`config.mk`:
```
export PLATFORM = sky130hd
export DESIGN_NAME = start_debouncer
export DESIGN_NICKNAME = d
export VERILOG_FILES = /design/src/rtl/start_pkg.sv /design/src/rtl/sync_ff.sv /design/src/rtl/start_debouncer.sv
export SDC_FILE = /design/constraint.sdc
export NUM_CORES = 1
export LEC_CHECK = 0
export CORE_AREA = 2 2 65 67
export DETAILED_ROUTE_END_ITERATION = 12
export DIE_AREA = 0 0 67 69
export GPL_ROUTABILITY_DRIVEN = 0
export GPL_TIMING_DRIVEN = 0
export PLACE_DENSITY_LB_ADDON = 0.1
export SETUP_SLACK_MARGIN = 0.5
export SLEW_MARGIN = 10
export SYNTH_ARGS = -nofsm -noshare
export SYNTH_HDL_FRONTEND = slang
export SYNTH_SLANG_ARGS = --single-unit
```
`constraint.sdc`:
```
create_clock -name clk -period 3.2 [get_ports clk]
set_clock_uncertainty 0.15 [all_clocks]
set_input_delay 0.32 -clock clk [delete_from_list [all_inputs] [get_ports clk]]
set_output_delay 0.32 -clock clk [all_outputs]
set_load 0.02 [all_outputs]
```
`src/rtl/start_pkg.sv`:
```
// Shared types and default constants for the start pushbutton debouncer.
package start_pkg;

    typedef enum logic [1:0] {
        IDLE         = 2'd0,
        PRESS_WAIT   = 2'd1,
        PRESSED      = 2'd2,
        RELEASE_WAIT = 2'd3
    } start_state_t;

    localparam int SYNC_STAGES_DEF     = 2;
    localparam int DEBOUNCE_CYCLES_DEF = 50000;

    function automatic logic is_level_state(input start_state_t s);
        return (s == PRESSED) || (s == RELEASE_WAIT);
    endfunction

    function automatic logic is_wait_state(input start_state_t s);
        return (s == PRESS_WAIT) || (s == RELEASE_WAIT);
    endfunction

endpackage

```
`src/rtl/sync_ff.sv`:
```
// Multi-flop synchronizer for a single asynchronous input bit.
module sync_ff #(
    parameter int DEPTH = 2
) (
    input  logic clk,
    input  logic rst_n,
    input  logic d,
    output logic q
);

    logic [DEPTH-1:0] stage_r;

    // Shift chain; async clear so a reset also discards any in-flight sample
    always_ff @(posedge clk or negedge rst_n) begin
        if (!rst_n) begin
            stage_r <= {DEPTH{1'b0}};
        end else begin
            stage_r <= {stage_r[DEPTH-2:0], d};
        end
    end

    assign q = stage_r[DEPTH-1];

endmodule

```
`src/rtl/start_debouncer.sv`:
```
// Start pushbutton debouncer producing a one-cycle initiate pulse per qualified press.
// Optional build macro START_DEBOUNCER_ONESHOT_EN limits initiate to one pulse per reset.
module start_debouncer
    import start_pkg::*;
#(
    parameter int SYNC_STAGES     = SYNC_STAGES_DEF,
    parameter int DEBOUNCE_CYCLES = DEBOUNCE_CYCLES_DEF
) (
    input  logic clk,
    input  logic reset_n,
    input  logic btn_raw,
    output logic initiate,
    output logic btn_level,
    output logic busy
);

    localparam int CNT_W = $clog2(DEBOUNCE_CYCLES);
    localparam logic [CNT_W-1:0] CNT_LAST = CNT_W'(DEBOUNCE_CYCLES - 1);
    localparam logic [CNT_W-1:0] CNT_ZERO = {CNT_W{1'b0}};
    localparam logic [CNT_W-1:0] CNT_ONE  = CNT_W'(32'd1);

    logic             btn_sync_s;
    start_state_t     state_r;
    start_state_t     state_next_s;
    logic [CNT_W-1:0] cnt_r;
    logic [CNT_W-1:0] cnt_next_s;
    logic             press_done_s;
    logic             initiate_next_s;
    logic             initiate_r;
    logic             level_r;
    logic             busy_r;

    sync_ff #(
        .DEPTH (SYNC_STAGES)
    ) u_sync (
        .clk   (clk),
        .rst_n (reset_n),
        .d     (btn_raw),
        .q     (btn_sync_s)
    );

    // State and qualification counter registers
    always_ff @(posedge clk or negedge reset_n) begin
        if (!reset_n) begin
            state_r <= IDLE;
            cnt_r   <= CNT_ZERO;
        end else begin
            state_r <= state_next_s;
            cnt_r   <= cnt_next_s;
        end
    end

    // Next-state logic; every transition clears the counter so it can never wrap
    always_comb begin
        state_next_s = state_r;
        cnt_next_s   = cnt_r;
        case (state_r)
            IDLE: begin
                if (btn_sync_s) begin
                    state_next_s = PRESS_WAIT;
                    cnt_next_s   = CNT_ZERO;
                end else begin
                    state_next_s = IDLE;
                end
            end
            PRESS_WAIT: begin
                if (!btn_sync_s) begin
                    state_next_s = IDLE;
                    cnt_next_s   = CNT_ZERO;
                end else if (cnt_r == CNT_LAST) begin
                    state_next_s = PRESSED;
                    cnt_next_s   = CNT_ZERO;
                end else begin
                    cnt_next_s   = cnt_r + CNT_ONE;
                end
            end
            PRESSED: begin
                if (!btn_sync_s) begin
                    state_next_s = RELEASE_WAIT;
                    cnt_next_s   = CNT_ZERO;
                end else begin
                    state_next_s = PRESSED;
                end
            end
            RELEASE_WAIT: begin
                if (btn_sync_s) begin
                    state_next_s = PRESSED;
                    cnt_next_s   = CNT_ZERO;
                end else if (cnt_r == CNT_LAST) begin
                    state_next_s = IDLE;
                    cnt_next_s   = CNT_ZERO;
                end else begin
                    cnt_next_s   = cnt_r + CNT_ONE;
                end
            end
            default: begin
                state_next_s = IDLE;
                cnt_next_s   = CNT_ZERO;
            end
        endcase
    end

`ifdef START_DEBOUNCER_ONESHOT_EN
    logic armed_r;

    // Armed by reset, disarmed by the first pulse actually issued
    always_ff @(posedge clk or negedge reset_n) begin
        if (!reset_n) begin
            armed_r <= 1'b1;
        end else if (initiate_next_s) begin
            armed_r <= 1'b0;
        end else begin
            armed_r <= armed_r;
        end
    end
`endif

    // Output decode from the upcoming state so the registered outputs align with it
    always_comb begin
        press_done_s = (state_r == PRESS_WAIT) && (state_next_s == PRESSED);
`ifdef START_DEBOUNCER_ONESHOT_EN
        initiate_next_s = press_done_s & armed_r;
`else
        initiate_next_s = press_done_s;
`endif
    end

    // Registered outputs
    always_ff @(posedge clk or negedge reset_n) begin
        if (!reset_n) begin
            initiate_r <= 1'b0;
            level_r    <= 1'b0;
            busy_r     <= 1'b0;
        end else begin
            initiate_r <= initiate_next_s;
            level_r    <= is_level_state(state_next_s);
            busy_r     <= is_wait_state(state_next_s);
        end
    end

    assign initiate  = initiate_r;
    assign btn_level = level_r;
    assign busy      = busy_r;

endmodule

```
# Word-level counts from Yosys, hierarchy flattened
# Index checks and enable logic that the tools add are counted.
[totals] register_bits=23 inputBits=3 output_inout_bits=3 wordCells=34
[op_classes] add_sub_neg=1 eq_ne=9 mux=13 reduce_logical=5
[op_table] operator="16-bit 2-to-1 mux" n=5
[op_table] operator="16-bit one-hot mux with 4 select lines" n=1
[op_table] operator="16-bit by 1-bit adder with 16-bit output (second input constant)" n=1
[op_table] operator="16-bit equality test (second input constant)" n=1
[op_table] operator="2-bit equality test (second input constant)" n=4
[op_table] operator="2-bit 2-to-1 mux" n=4
[op_table] operator="2-bit one-hot mux with 4 select lines" n=1
[op_table] operator="2-bit by 1-bit equality test with 1-bit output (second input constant)" n=2
[op_table] operator="2-bit logical NOT" n=1
[op_table] operator="1-bit logical OR" n=2
[op_table] operator="1-bit 2-to-1 mux" n=2
[op_table] operator="2-bit by 1-bit != test with 1-bit output (second input constant)" n=1
[op_table] operator="2-bit != test (second input constant)" n=1
[op_table] operator="2-bit AND reduction" n=1
[op_table] operator="1-bit logical AND" n=1

# Logic depth before layout (Yosys ltp)
# Gate-level depths: netlist of run 1.
[logic_depth] depth_word=6 ltp_mapped=7

# Cells and area by module
# From an unflattened synthesis of run 1, not the netlist that was laid out.
[unflattened] cells_unflattened=115 hier_area_um2=1077.3
[by_module_without_submodules] mod="start_debouncer" n_inst=1 cells_per_inst=113 area_each_um2=1027.2
[by_module_without_submodules] mod="sync_ff" n_inst=1 cells_per_inst=2 area_each_um2=50.0

# Worst setup path after synthesis of run 1
# No wires, ideal clock.
[synth_timing] path_kind="flip-flop to flip-flop" from="reg cnt_r[0]" to="reg cnt_r[11]" setup_ns=0.086 arrival_ns=1.752 required_time_ns=2.964 path_slack_ns=1.213 path_stages_with_launch=7 n_path_buf=0 synth_period_minus_slack_ns=1.987 cell_sequence="dfrtp_1 > ha_1 > and3_1 > and4_1 > or2_4 > or4_4 > o221ai_2"
[synth_between] elab_chain_cells=4 word_cells_on_any_way=6 cone_classes="add/sub: 1; eq/ne: 1; mux: 4"
[synth_lines] element="start, declared" line_no="start_debouncer.sv:25" rtl="logic [CNT_W-1:0] cnt_r;"
[synth_lines] element="start signal, assigned" line_no="start_debouncer.sv:49" rtl="cnt_r <= cnt_next_s;"
[synth_lines] element="16-bit by 1-bit adder with 16-bit output or 16-bit equality test (tied branches)"
[synth_lines] element="16-bit 2-to-1 mux *" line_no="start_debouncer.sv:70, start_debouncer.sv:89"
[synth_lines] element="16-bit 2-to-1 mux (on tied branches)" line_no="start_debouncer.sv:86, start_debouncer.sv:67"
[synth_lines] element="16-bit one-hot mux with 4 select lines *" line_no="start_debouncer.sv:57" rtl="case (state_r)"
# Every way passes the cells marked *; elsewhere a longest branch is shown, timed or not.
# A chain may end at the register's enable or synchronous reset.

# Worst setup path after layout of run 1
[layout_timing] from="reg cnt_r[0]" to="reg cnt_r[14]"
# Same word-level chain as after synthesis.

==> metrics.md, run 1 <==
| Metric | Value |
|---|---|
| Max Fclk | `0.471 GHz` |
| Period utilization | `0.664` |
| Clock H-tree levels | `1` |
| Post-CTS Hold Buffers | `0` |
| Vias after detailed routing | `939` |
| DRC viols | `0` |
| Number of synthesis warnings | `0` |
| Ordered cell list for the critical path | `ha_1 -> and3_1 -> and4_1 -> nor2_1 -> a31oi_1 -> a31oi_1` |
| Worst Path Max Fanout | `9` |
| Worst vdd ir | `0.136 mV` |
| Layout net count | `approximately 130` |
| Power density over the cells | `405 mW/mm²` |
| Netlist Area Pre-Place | `0.00114 mm²` |
| Largest family of logic cells by synthesized area | `simple AND/OR/NAND/NOR gates` |
| Drt total wl | `around 2700 µm` |
| Bufs on Longest Clock Path | `2` |
| Worst path top cell family by delay | `simple AND/OR/NAND/NOR gates` |
| Hold/Removal Path Class | `reg -> reg` |
| Hold slack final | `0.209 ns` |
| DIE HEIGHT | `around 69 µm` |
| Fin. max-slew vios | `0` |
| Compound-Gate Fraction of Synth Area | `0.161` |
| GRT Util Overall | `0.130` |
| Mux share of post-synthesis cell area | `0.0198` |
| TritonCTS clock tree | `done` |
| DRT iter0 DRCs | `49` |
| Yosys top cell area share | `0.485` |
| Sequential Area | `551 µm²` |
| N_diodes | `0` |
| Initial antenna violation count | `0` |
| DP Wirelength | `1830 µm` |
| First-pass GRT wire length | `about 4600 µm` |
| Crit path time final | `around 2.1 ns` |
| CTS clk-pin slew, worst paths | `~0.090 ns` |
| Simple-gate area share of the yosys netlist | `0.276` |
| Post-synth EDFFs | `0` |
| Largest stage delay, worst path | `0.54 ns` |
| Fill count | `421` |
| Via/cell ratio | `5.31` |
| MaxCap Viol Count | `0` |
| Aggregate global routing overflow | `0` |
| WL/cell | `15.1 µm` |
| Root buffer cell | `clkbuf_8` |
| Largest net degree at the start of global routing | `23` |
| Yosys cell types | `33` |
| Share of cells above drive strength 1 | `0.110` |
| RSZ-0062 raised after global routing | `false` |
| Worst reg-to-reg setup slack | `1.08 ns` |
| Post-DRT Antenna Nets | `0` |
| Sequential share of the synthesized area | `0.485` |
| Req. time, crit path | `3.25 ns` |
| Synth top area cells | `dfrtp_1 48%, o21ai_0 6.2%, nand2_1 3.6%` |
| Fin util | `0.333` |
| Crit path capture type | `flip-flop` |
| Synth Area in Adders | `0.0110` |
| Crit start category | `flip-flop` |
| I/O pins | `6` |
| Worst Path Buf+Inv | `0` |
| FFs w/ async S/R, synth | `1.00` |
| Outcome | `complete, no violations` |
| Hold Fails Final Rpt | `0` |
| Actual slew at the worst max-slew pin | `1.04 ns` |
| Clock latency on the worst-skew pair | `between 0.2 and 0.3 ns` |
| Ys flop type | `dfrtp_1` |
| Post-Synth XOR/XNOR Area | `0.0220` |
| Setup violators final | `0` |
| CTS Buf Count | `3` |
| Cells after DPL | `around 170` |
| Die width | `67 µm` |
| Vias in the first global route | `937` |
| Hold path startpoint | `u_sync.stage_r[0]` |
| Worst reg2reg startpoint | `cnt_r[0]` |
| CTS Sinks | `22` |
| Largest area contributor in the synthesized netlist | `dfrtp_1` |
| Syn Nets | `122` |
| FF+latch count, synth | `22` |
| Row count | `23` |
| Syn avg cell area | `9.63 µm²` |
| Area of the multi-input gates | `557 µm²` |
| Most common cell on crit path | `a31oi_1` |
| Post-CTS sizing | `0` |
| CP max-delay cell | `nor2_1` |
| Finished Layout Cells | `approximately 180` |
| Max-slew headroom | `0.305` |
| Critical Path Start | `cnt_r[0]` |
| Commonest non-fill, non-tap cells in the layout | `22 x dfrtp_1, 14 x o21ai_0, 11 x nand2_1` |
| Post-CTS Setup Bufs | `0` |
| Initial Utilization | `0.290` |
| P&R area growth vs syn | `14.8%` |
| Die footprint | `0.00462 mm²` |
| Port Buffers | `5` |
| Worst EP arrival | `between 2 and 2.5 ns` |
| DR pass1 iterations | `4` |
| Synthesized instance count | `118` |
| Final setup TNS | `0 ns` |
| Leakage Power | `0.539 nW` |
| Core ar. | `0.00391 mm²` |
| Critical path class | `reg -> reg` |
| Commonest non-fill, non-tap cell in the layout | `dfrtp_1` |
[layer usage]
metal | up-vias | global-route usage | share of wire
li1 | 460 | - | -
met1 | 461 | 0.183 | 0.49
met2 | 13 | 0.191 | 0.46
met3 | 5 | 0.0245 | 0.026
met4 | 0 | 0.0544 | 0.019
met5 | - | 0 | 0
[registers in the layout (all words and copies together) (netlist names)]
signal / cells
cnt_r: 16
u_sync.stage_r: 2
btn_level: 1
busy: 1
initiate: 1
state_r: 1
[final cells by class]
class / instances / share of cell area
plain buffers: 3 / 0.0106
multi-input cells: 89 / 0.427
inverters: 4 / 0.0115
flip-flops and latches: 22 / 0.422
well taps: 50 / 0.0480
repair buffers: 5 / 0.0384
clock buffers: 4 / 0.0422
[where the power goes]
| part | internal (mW) | leakage [nW] | switching, mW |
|---|---|---|---|
| clock | 0.110 | 0.0288 | 0.100 |
| combinational | 0.0111 | 0.211 | 0.0212 |
| sequential | 0.282 | 0.299 | 0.00378 |
| total | 0.403 | 0.539 | 0.125 |
[synth_stat cells, types with 2 or more instances]
master and number:
a21o_1 4, or3_1 4, nor4b_1 3, nand2_1 11, a31oi_1 5, and3_1 5, mux2_2 2, nand4_1 3
dfrtp_1 22, o21ai_0 14, nor3_1 4, nand3_1 6, nor4_1 2, nor4bb_1 2, a21oi_1 4, nor2_1 5
inv_1 4, nor3b_1 3
[cell families (layout without fill, tap and decap cells)]
group,after synthesis,in the layout
and+or+nand+nor,54,54
muxes,2,2
AOI/OAI and AO/OA,30,30
DFF,22,22
adders and majority gates,1,1
buffers and inverters,7,16
xor gates and xnor gates,2,2
[final timing paths]
kind	to	depth (start not counted)
setup / recovery	cnt_r[14]	6
min in group asynchronous	cnt_r[9]	1
max in group asynchronous	cnt_r[2]	1
setup reg to reg	cnt_r[14]	6
hold reg to reg	u_sync.stage_r[1]	0
hold / removal	u_sync.stage_r[1]	0
[metrics by stage]
step	cell area [µm²]	power (mW)	setup slack, ns
4_1_cts	1300	0.534	1.08
2_1_floorplan	1140	0.308	1.21
3_5_place_dp	1250	0.325	1.07
3_3_place_gp	1250	0.324	1.10
6_report	1300	0.528	1.08
5_1_grt	1300	0.550	0.904
Power figures use the tool's default switching activity.
==> run 2, diff against run 1 <==
==> constraint.sdc (replaced) <==
create_clock -name clk -period 1.8 [get_ports clk]
set_clock_uncertainty 0.15 [all_clocks]
set_input_delay 0.18 -clock clk [delete_from_list [all_inputs] [get_ports clk]]
set_output_delay 0.18 -clock clk [all_outputs]
set_load 0.02 [all_outputs]
==> run 2 against run 1 <==
The flow now finishes with violations (negative setup slack). Combinational power rose to 2.8 times the previous value. Non-clock buffer count is 23 higher. Die area did not move. Via count rose by 9.1%. Clock power grew 44%. Cell count up 13%. Register-to-register slack got worse by 1.2 ns. Flip-flop and latch count unchanged. Critical path depth stayed put. Sequential power is 78% higher. Largest cell class unchanged.
==> metrics.md, run 2 (same netlist as run 1, synthesis figures left out) <==
| Metric | Value |
|---|---|
| Largest net degree at the start of global routing | `23` |
| Clock share of power | `0.336` |
| Row count | `23` |
| Worst Path Max Fanout | `4` |
| Sequential Power Share | `0.564` |
| CTS clk-pin slew, worst paths | `0.08 ns` |
| Core ar. | `0.00391 mm²` |
| Setup violators final | `9` |
| DP Wirelength | `1810 µm` |
| P&R area growth vs syn | `43.3%` |
| Hold slack final | `~0.046 ns` |
| Layout net count | `156` |
| Max FFs per register | `16` |
| Worst EP arrival | `1.94 ns` |
| Die width | `67 µm` |
| Vias after detailed routing | `1024` |
| Initial antenna violation count | `0` |
| Root buffer cell | `clkbuf_8` |
| Crit start category | `flip-flop` |
| Req. time, crit path | `roughly 1.8 ns` |
| Power Internal | `between 0.6 and 0.7 mW` |
| First-pass GRT wire length | `4920 µm` |
| Finished Layout Cells | `200` |
| Initial Utilization | `0.290` |
| Commonest non-fill, non-tap cell in the layout | `buf_4` |
| TritonCTS clock tree | `done` |
| Die footprint | `0.00462 mm²` |
| DR pass1 iterations | `4` |
| N_diodes | `0` |
| Hold Fails Final Rpt | `0` |
| Clock latency on the worst-skew pair | `0.26 ns` |
| Actual slew at the worst max-slew pin | `0.985 ns` |
| Outcome | `finished with violations` |
| Commonest non-fill, non-tap cells in the layout | `19 x buf_4, 17 x dfrtp_1, 11 x nand2_1` |
| Final WS setup | `-0.122 ns` |
| Leakage Power | `roughly 0.70 nW` |
| CTS Sinks | `22` |
| I/O pins | `6` |
| Cells after DPL | `173` |
| Largest regs | `cnt_r (16), u_sync.stage_r (2)` |
| Ordered cell list for the critical path | `ha_4 -> and3_4 -> and4_4 -> or2_4 -> or4_4 -> o221ai_2` |
| WL/cell | `~15 µm` |
| MaxCap Viol Count | `0` |
| Switching power | `0.209 mW` |
| Clock H-tree levels | `1` |
| Sw frac | `0.232` |
| Port Buffers | `5` |
| Critical path class | `reg -> reg` |
| Max-slew headroom | `0.343` |
| Final setup TNS | `-0.465 ns` |
| Crit path capture type | `flip-flop` |
| Post-CTS Hold Buffers | `0` |
| Drt total wl | `around 3000 µm` |
| Failing checks | `negative setup slack` |
| Post-DRT Antenna Nets | `0` |
| Worst vdd ir | `0.288 mV` |
| Bufs on Longest Clock Path | `2` |
| Crit path time final | `about 1.9 ns` |
| Largest stage delay, worst path | `~0.48 ns` |
| Largest reg by FF count | `cnt_r` |
| Period utilization | `1.07` |
| Share of cells above drive strength 1 | `0.387` |
| Area of the multi-input gates | `about 680 µm²` |
| Fin util | `0.416` |
| DRT iter0 DRCs | `69` |
| Fin. max-slew vios | `0` |
| Power density over the cells | `around 550 mW/mm²` |
| Hold/Removal Path Class | `in -> async` |
| Aggregate global routing overflow | `0` |
| DRC viols | `0` |
| DIE HEIGHT | `approximately 69 µm` |
| Max Fclk | `around 0.52 GHz` |
| Via/cell ratio | `5.12` |
| CP max-delay cell | `or4_4` |
| Fill count | `approximately 390` |
| RSZ-0062 raised after global routing | `true` |
| Gate power share | `0.100` |
| GRT Util Overall | `0.136` |
| Sequential Area | `557 µm²` |
| Vias in the first global route | `984` |
| CTS Buf Count | `3` |
[run 2: changes by cell type in the layout (fill, tap and decap cells not counted), sizes merged]
cell           before  now
buf                 1   26
clkdlybuf4s50       5    1
dlygate4sd2         0    3
clkbuf              6    4
nor2                5    6
[run 2: final cells by class]
type,instances,share of cell area
clock buffers,3,0.0254
inverters,4,0.00922
flip-flops and latches,22,0.342
plain buffers,3,0.0246
multi-input cells,90,0.416
repair buffers,28,0.145
well taps,50,0.0384
[run 2: per-layer routing]
metal,routed length (µm),track usage,vias up
met4,17,0.0476,0
met1,1360,0.192,512
met2,1520,0.207,9
met5,0,0,-
li1,-,-,501
met3,79,0.0228,2
[run 2: through the flow]
stage               cell area [µm²]  setup slack [ns]  total power [mW]
floorplan                      1160           -0.0887             0.551
global placement               1270            -0.220             0.579
detailed placement             1270            -0.239             0.581
CTS                            1480            -0.125             0.902
global route                   1630            -0.171             0.948
finish                         1630            -0.122             0.901
[run 2: worst paths after layout]
check | start | to | slack [ns] | depth (start not counted)
max reg2reg | cnt_r[0] | cnt_r[11] | -0.12 | 6
min reg2reg | u_sync.stage_r[0] | u_sync.stage_r[1] | 0.21 | 0
min in group clk | u_sync.stage_r[0] | u_sync.stage_r[1] | 0.21 | 0
min | reset_n | cnt_r[7] | 0.05 | 1
max | cnt_r[0] | cnt_r[11] | -0.12 | 6
max in group asynchronous | reset_n | cnt_r[4] | 0.79 | 1
[run 2: critical path, delay by kind of cell (launching register included)]
kind                     cells  cell delay (ns)
adder cells (fa/ha/maj)      1             0.17
AND/OR/NAND/NOR              4             1.03
flip-flops                   1             0.42
AO/OA/AOI/OAI                1             0.07
[run 2: timing repair]
item                       in CTS  in global routing
buffers inserted               15                  8
cloned                          0                  1
gates resized for setup        24                 23
pin swaps                       9                 10
setup endpoints to repair      45                 21
[run 2: power by group through the flow]
stage	combinational, mW	sequential (mW)	clock, mW
after floorplan	0.0329	0.518	0
after global routing	0.101	0.509	0.338
after CTS	0.0756	0.507	0.319
final	0.0903	0.508	0.303
after detailed placement	0.0629	0.518	0
after global placement	0.0613	0.517	0
==> run 3, diff against run 2 <==
--- a/config.mk
+++ b/config.mk
@@ -8,10 +8,11 @@
 export CORE_AREA = 2 2 65 67
 export DETAILED_ROUTE_END_ITERATION = 12
 export DIE_AREA = 0 0 67 69
-export GPL_ROUTABILITY_DRIVEN = 0
+export GPL_ROUTABILITY_DRIVEN = 1
 export GPL_TIMING_DRIVEN = 0
 export PLACE_DENSITY_LB_ADDON = 0.1
 export SETUP_SLACK_MARGIN = 0.5
+export SKIP_LAST_GASP = 1
 export SLEW_MARGIN = 10
 export SYNTH_ARGS = -nofsm -noshare
 export SYNTH_HDL_FRONTEND = slang
==> run 3 against run 2 <==
The run still ends with negative setup slack left. Clock power barely moved. Non-clock buffer count unchanged. Maximum frequency barely moved. Final area unchanged. Cell count unchanged. Power hardly changed. Global-route usage about the same. Core utilization is the same. Sequential power about the same. Hold slack is essentially flat. Flip-flop and latch count unchanged. Via count unchanged. Critical path type unchanged. Largest power group unchanged.
==> metrics.md, run 3 (same netlist as run 1, synthesis figures left out) <==
| Metric | Value |
|---|---|
| Leakage Power | `0.701 nW` |
| Critical path class | `reg -> reg` |
| Commonest non-fill, non-tap cells in the layout | `19 x buf_4, 17 x dfrtp_1, 11 x nand2_1` |
| Crit start category | `flip-flop` |
| Worst r2r dst | `cnt_r[11]` |
| DIE HEIGHT | `about 70 µm` |
| Area of the multi-input gates | `677 µm²` |
| Fin. max-slew vios | `0` |
| Outcome | `finished with violations` |
| GRT Util Overall | `0.135` |
| CTS clk-pin slew, worst paths | `about 0.080 ns` |
| Gate power share | `0.100` |
| Worst Path Max Fanout | `4` |
| Largest regs | `cnt_r (16), u_sync.stage_r (2)` |
| N_diodes | `0` |
| Fill count | `just under 400` |
| DRT iter0 DRCs | `69` |
| Sequential Power Share | `0.564` |
| Drt total wl | `~3000 µm` |
| WL/cell | `14.9 µm` |
| Clock H-tree levels | `1` |
| Largest net degree at the start of global routing | `23` |
| Worst vdd ir | `0.288 mV` |
| Initial antenna violation count | `0` |
| Worst reg2reg startpoint | `cnt_r[0]` |
| Post-DRT Antenna Nets | `0` |
| Max Fclk | `0.520 GHz` |
| Period utilization | `1.07` |
| Commonest non-fill, non-tap cell in the layout | `buf_4` |
| DP Wirelength | `between 1500 and 2000 µm` |
| DR pass1 iterations | `4` |
| Initial Utilization | `0.290` |
| Fin util | `0.416` |
| Failing checks | `negative setup slack` |
| Actual slew at the worst max-slew pin | `0.985 ns` |
| Hold Fails Final Rpt | `0` |
| Clock share of power | `0.336` |
| Hold/Removal Path Class | `in -> async` |
| Final WS setup | `-0.122 ns` |
| First-pass GRT wire length | `4910 µm` |
| Die width | `67 µm` |
| Bufs on Longest Clock Path | `2` |
| Hold slack final | `0.0463 ns` |
| Core ar. | `0.00391 mm²` |
| Layout net count | `about 160` |
| Root buffer cell | `clkbuf_8` |
| Largest reg by FF count | `cnt_r` |
| Aggregate global routing overflow | `0` |
| Crit path time final | `1.92 ns` |
| Power density over the cells | `554 mW/mm²` |
| Sw frac | `0.232` |
| I/O pins | `6` |
| CTS Buf Count | `3` |
| Post-CTS Hold Buffers | `0` |
| P&R area growth vs syn | `43.3%` |
| RSZ-0062 raised after global routing | `true` |
| Req. time, crit path | `1.82 ns` |
| Via/cell ratio | `5.12` |
| Port Buffers | `5` |
| CTS Sinks | `22` |
| Setup violators final | `8` |
| Switching power | `around 0.21 mW` |
| Worst reg-to-reg setup slack | `-0.12 ns` |
| Row count | `23` |
| Vias in the first global route | `978` |
| Crit path capture type | `flip-flop` |
| Final RePlAce weighted congestion | `0.794` |
| Vias after detailed routing | `1024` |
| DRC viols | `0` |
| MaxCap Viol Count | `0` |
| Max FFs per register | `16` |
| Clock latency on the worst-skew pair | `0.26 ns` |
| Share of cells above drive strength 1 | `0.387` |
| Reg2reg path depth | `6` |
| Sequential Area | `557 µm²` |
| Power Internal | `0.692 mW` |
| Setup WS pre-CTS | `-0.239 ns` |
| Worst EP arrival | `~1.9 ns` |
| Die footprint | `~0.0046 mm²` |
| Max-slew headroom | `0.343` |
| TritonCTS clock tree | `done` |
## run 3: cell counts in the layout (fill, tap and decap cells not counted)
No cell type changed its count.
## run 3: how the worst max path moves through the flow
stage / startpoint / to / slack (ns)
6_report: cnt_r[0] / cnt_r[11] / -0.12
5_1_grt: cnt_r[10] / cnt_r[13] / -0.17
4_1_cts: cnt_r[1] / cnt_r[11] / -0.12
3_5_place_dp: cnt_r[7] / cnt_r[13] / -0.24
3_3_place_gp: cnt_r[7] / cnt_r[3] / -0.22
2_1_floorplan: cnt_r[0] / cnt_r[11] / -0.09
## run 3: metal layers
metal | track usage | up-vias | wire length (µm)
li1 | - | 501 | -
met4 | 0.0476 | 0 | 17
met1 | 0.192 | 512 | 1360
met3 | 0.0228 | 2 | 79
met5 | 0 | - | 0
met2 | 0.206 | 9 | 1520
## run 3: layout make-up
| cell class | count | share of cell area |
|---|---|---|
| Clock buffer | 3 | 0.0254 |
| Buffer | 3 | 0.0246 |
| Inverter | 4 | 0.00922 |
| Tap cell | 50 | 0.0384 |
| Sequential cell | 22 | 0.342 |
| Timing Repair Buffer | 28 | 0.145 |
| Multi-Input combinational cell | 90 | 0.416 |
## run 3: per-stage QoR
step	cells	total power, mW	instance area (µm²)	TNS, ns
final	200	0.901	1630	-0.462
after global routing	200	0.948	1630	-1.43
after detailed placement	173	0.581	1270	-2.14
after CTS	191	0.902	1480	-0.637
after floorplan	118	0.551	1160	-0.0887
after global placement	173	0.579	1270	-2.19
## run 3: worst max-delay path: stages (launching register included)
cell      delay (ns)
dfrtp_1         0.42
ha_4            0.17
and3_4          0.15
and4_4          0.15
or2_4           0.25
or4_4           0.48
o221ai_2        0.07
## run 3: repair_timing
action                     in CTS  in global routing
setup endpoints to repair      45                 21
pin swaps                       9                 10
gates cloned                    0                  1
setup buffers                  15                  8
resized for setup              22                 26
## run 3: power by group through the flow
stage | Clock [mW] | Sequential [mW] | Combinational, mW
floorplan | 0 | 0.518 | 0.0329
global placement | 0 | 0.517 | 0.0613
detailed placement | 0 | 0.518 | 0.0629
CTS | 0.319 | 0.507 | 0.0755
global route | 0.338 | 0.509 | 0.101
finish | 0.303 | 0.508 | 0.0904
==> RTL change (flow settings as in run 3) <==
Re-encode `start_state_t` (4 states) as one-hot, 4 bits wide.
--- a/src/rtl/start_pkg.sv
+++ b/src/rtl/start_pkg.sv
@@ -1,11 +1,11 @@
 // Shared types and default constants for the start pushbutton debouncer.
 package start_pkg;
 
-    typedef enum logic [1:0] {
-        IDLE         = 2'd0,
-        PRESS_WAIT   = 2'd1,
-        PRESSED      = 2'd2,
-        RELEASE_WAIT = 2'd3
+    typedef enum logic [3:0] {
+        IDLE         = 4'b0001,
+        PRESS_WAIT   = 4'b0010,
+        PRESSED      = 4'b0100,
+        RELEASE_WAIT = 4'b1000
     } start_state_t;
 
     localparam int SYNC_STAGES_DEF     = 2;
Formal check against the unedited RTL: same outputs for any inputs over 10 cycles, from zero or initial values and one cycle with reset_n low; not proved beyond that.
==> RTL change against run 3 <==
Hold slack better by 0.15 ns. Design area up 12%. The run still ends with negative setup slack left. First-iteration DRC count down 25%. Critical path depth down 1. Wire length up 8.0%. Sequential share of layout area up 0.20 points. Area after synthesis up 18%. Die area unchanged. Sequential cell count up 3. Setup slack worse by 0.12 ns. Global-route usage up 2.1 points.
Power is not compared: it rests on default switching activity, and its combinational part moved more than twofold at a synthesized area within 25%.
==> RTL change: results (changes against run 3) <==
Cells and area
  – Regs by FF count: cnt_r x16, state_r x4, u_sync.stage_r x2
  – Layout Nets: 182 (+17%)
  – Layout cells sized above 1: 0.311 (-0.0759)

Yosys
  – Top post-synthesis cells by area: dfrtp_1, o21ai_0, nor3_1, nand2_1, a21oi_1
  – Post-synth top cells: dfrtp_1, nand2_1, o21ai_0
  – Post-synth cell types: 42 (+27%)
  – Syn nets: 152 (+25%)
  – Share of the yosys chip area belonging to registers: 0.468 (-0.0164)

Hold path
  – Worst min path class: primary input to register

Placement
  – HPWL after detailed placement: 2050 um (+14%)
  – Final Wtd Congestion: 0.814 (+2.5%)

GRT
  – Initial antenna violation count: 0 (unchanged)
  – Largest net degree at the start of global routing: 26 (+13%)
  – Gr usage total: 0.156 (+0.0211)
  – First-pass GRT wire length: 5700 um (+16%)
  – Vias in the first global route: 1168 (+19%)

Timing
  – Measured slew at the worst slew-check pin: 0.579 ns (-0.406 ns)
  – # setup viols final: 23 (+15)
  – Final WS setup: -0.241 ns (-0.119 ns)
  – Setup TNS: -3.02 ns (-2.56 ns)

Worst setup path
  – Crit-path max FO: 3 (-1)
  – CP arrival: 2.09 ns (+0.15 ns)

Outcome
  – Failing checks: negative setup slack
  – Status: finished with violations

Clock tree
  – CTS Buf Count: 3 (unchanged)

Route
  – Vias per std cell: 5.33 (+4.2%)
  – Drt pass-1 iters: 5 (+1)
  – Final Routed Wirelength: 3220 um (+8.0%)
  – Starting DRT DRC Count: 52 (-25%)
==> RTL change: cell count changes after synthesis, moves of 3 or more <==
cell / change
a21o_1: -3
o21a_1: +3
o21ai_0: -3
a22o_1: +3
nor2_1: +4
a31oi_1: -3
nor3_1: +6
clkbuf_1: +5
a21oi_1: +5
==> RTL change: repair_timing <==
action                     CTS  global route
gates resized for setup     23            17
setup endpoints to repair   50            26
pin swaps                    2             5
hold buffers                 0             1
setup buffers               11             8
hold endpoints to repair     0            24
==> RTL change: area by class of cell <==
type	count	area [sq um]
timing repair buffer	25	209
buffer	8	88.8
sequential	25	629
inverter	5	18.8
multi-input combinational	110	776
clock buffer	4	45.0
fill	392	2080
tap	50	62.6
==> RTL change: worst paths after layout <==
path                              startpoint                 to  cells past startpoint
max in group asynchronous            reset_n          cnt_r[12]                      2
setup reg to reg                   cnt_r[13]          btn_level                      5
hold reg to reg            u_sync.stage_r[0]  u_sync.stage_r[1]                      0
setup / recovery                   cnt_r[13]          btn_level                      5
min in group asynchronous            reset_n         state_r[2]                      2
hold / removal                       btn_raw  u_sync.stage_r[0]                      1
==> RTL change: metrics by stage <==
step	cell area (sq um)	std cells	setup slack (ns)	hold WS, ns	utilization
floorplan	1410	148	-0.163	-0.266	-
global placement	1520	203	-0.351	0.183	0.388
detailed placement	1520	203	-0.332	0.186	0.388
CTS	1720	218	-0.266	0.138	0.440
global route	1830	227	-0.321	0.195	0.467
finish	1830	227	-0.241	0.193	0.467
==> RTL change: power by group through the flow <==
| stage | combinational (mW) | clock, mW | sequential [mW] |
|---|---|---|---|
| final | 0.207 | 0.335 | 0.586 |
| after global routing | 0.225 | 0.372 | 0.589 |
| after CTS | 0.186 | 0.345 | 0.586 |
| after detailed placement | 0.148 | 0 | 0.597 |
| after global placement | 0.147 | 0 | 0.596 |
| after floorplan | 0.0965 | 0 | 0.599 |
==> RTL change: cell families after synthesis <==
group	count (synthesis)	share of synthesized area
and+or+nand+nor	66	0.274
AOI/OAI and AO/OA	39	0.182
DFF	25	0.468
buffers and inverters	13	0.0402
xor gates and xnor gates	4	0.0262
adders and majority gates	1	0.00934
==> RTL change: worst max-delay path, cell delays in order, from the launching register on <==
cell     delay [ns]
dfrtp_1        0.41
or4_4          0.55
nor4_4         0.17
or4b_1         0.46
o31a_1         0.13
a21oi_2        0.11
==> RTL change: routing by layer <==
| layer | wire (um) | GRT usage | part of all wire | vias to the layer above |
|---|---|---|---|---|
| met1 | 1520 | 0.215 | 0.47 | 595 |
| met5 | 0 | 0 | 0 | - |
| li1 | - | - | - | 592 |
| met2 | 1590 | 0.256 | 0.49 | 18 |
| met3 | 80 | 0.0196 | 0.025 | 6 |
| met4 | 32 | 0.0408 | 0.010 | 0 |
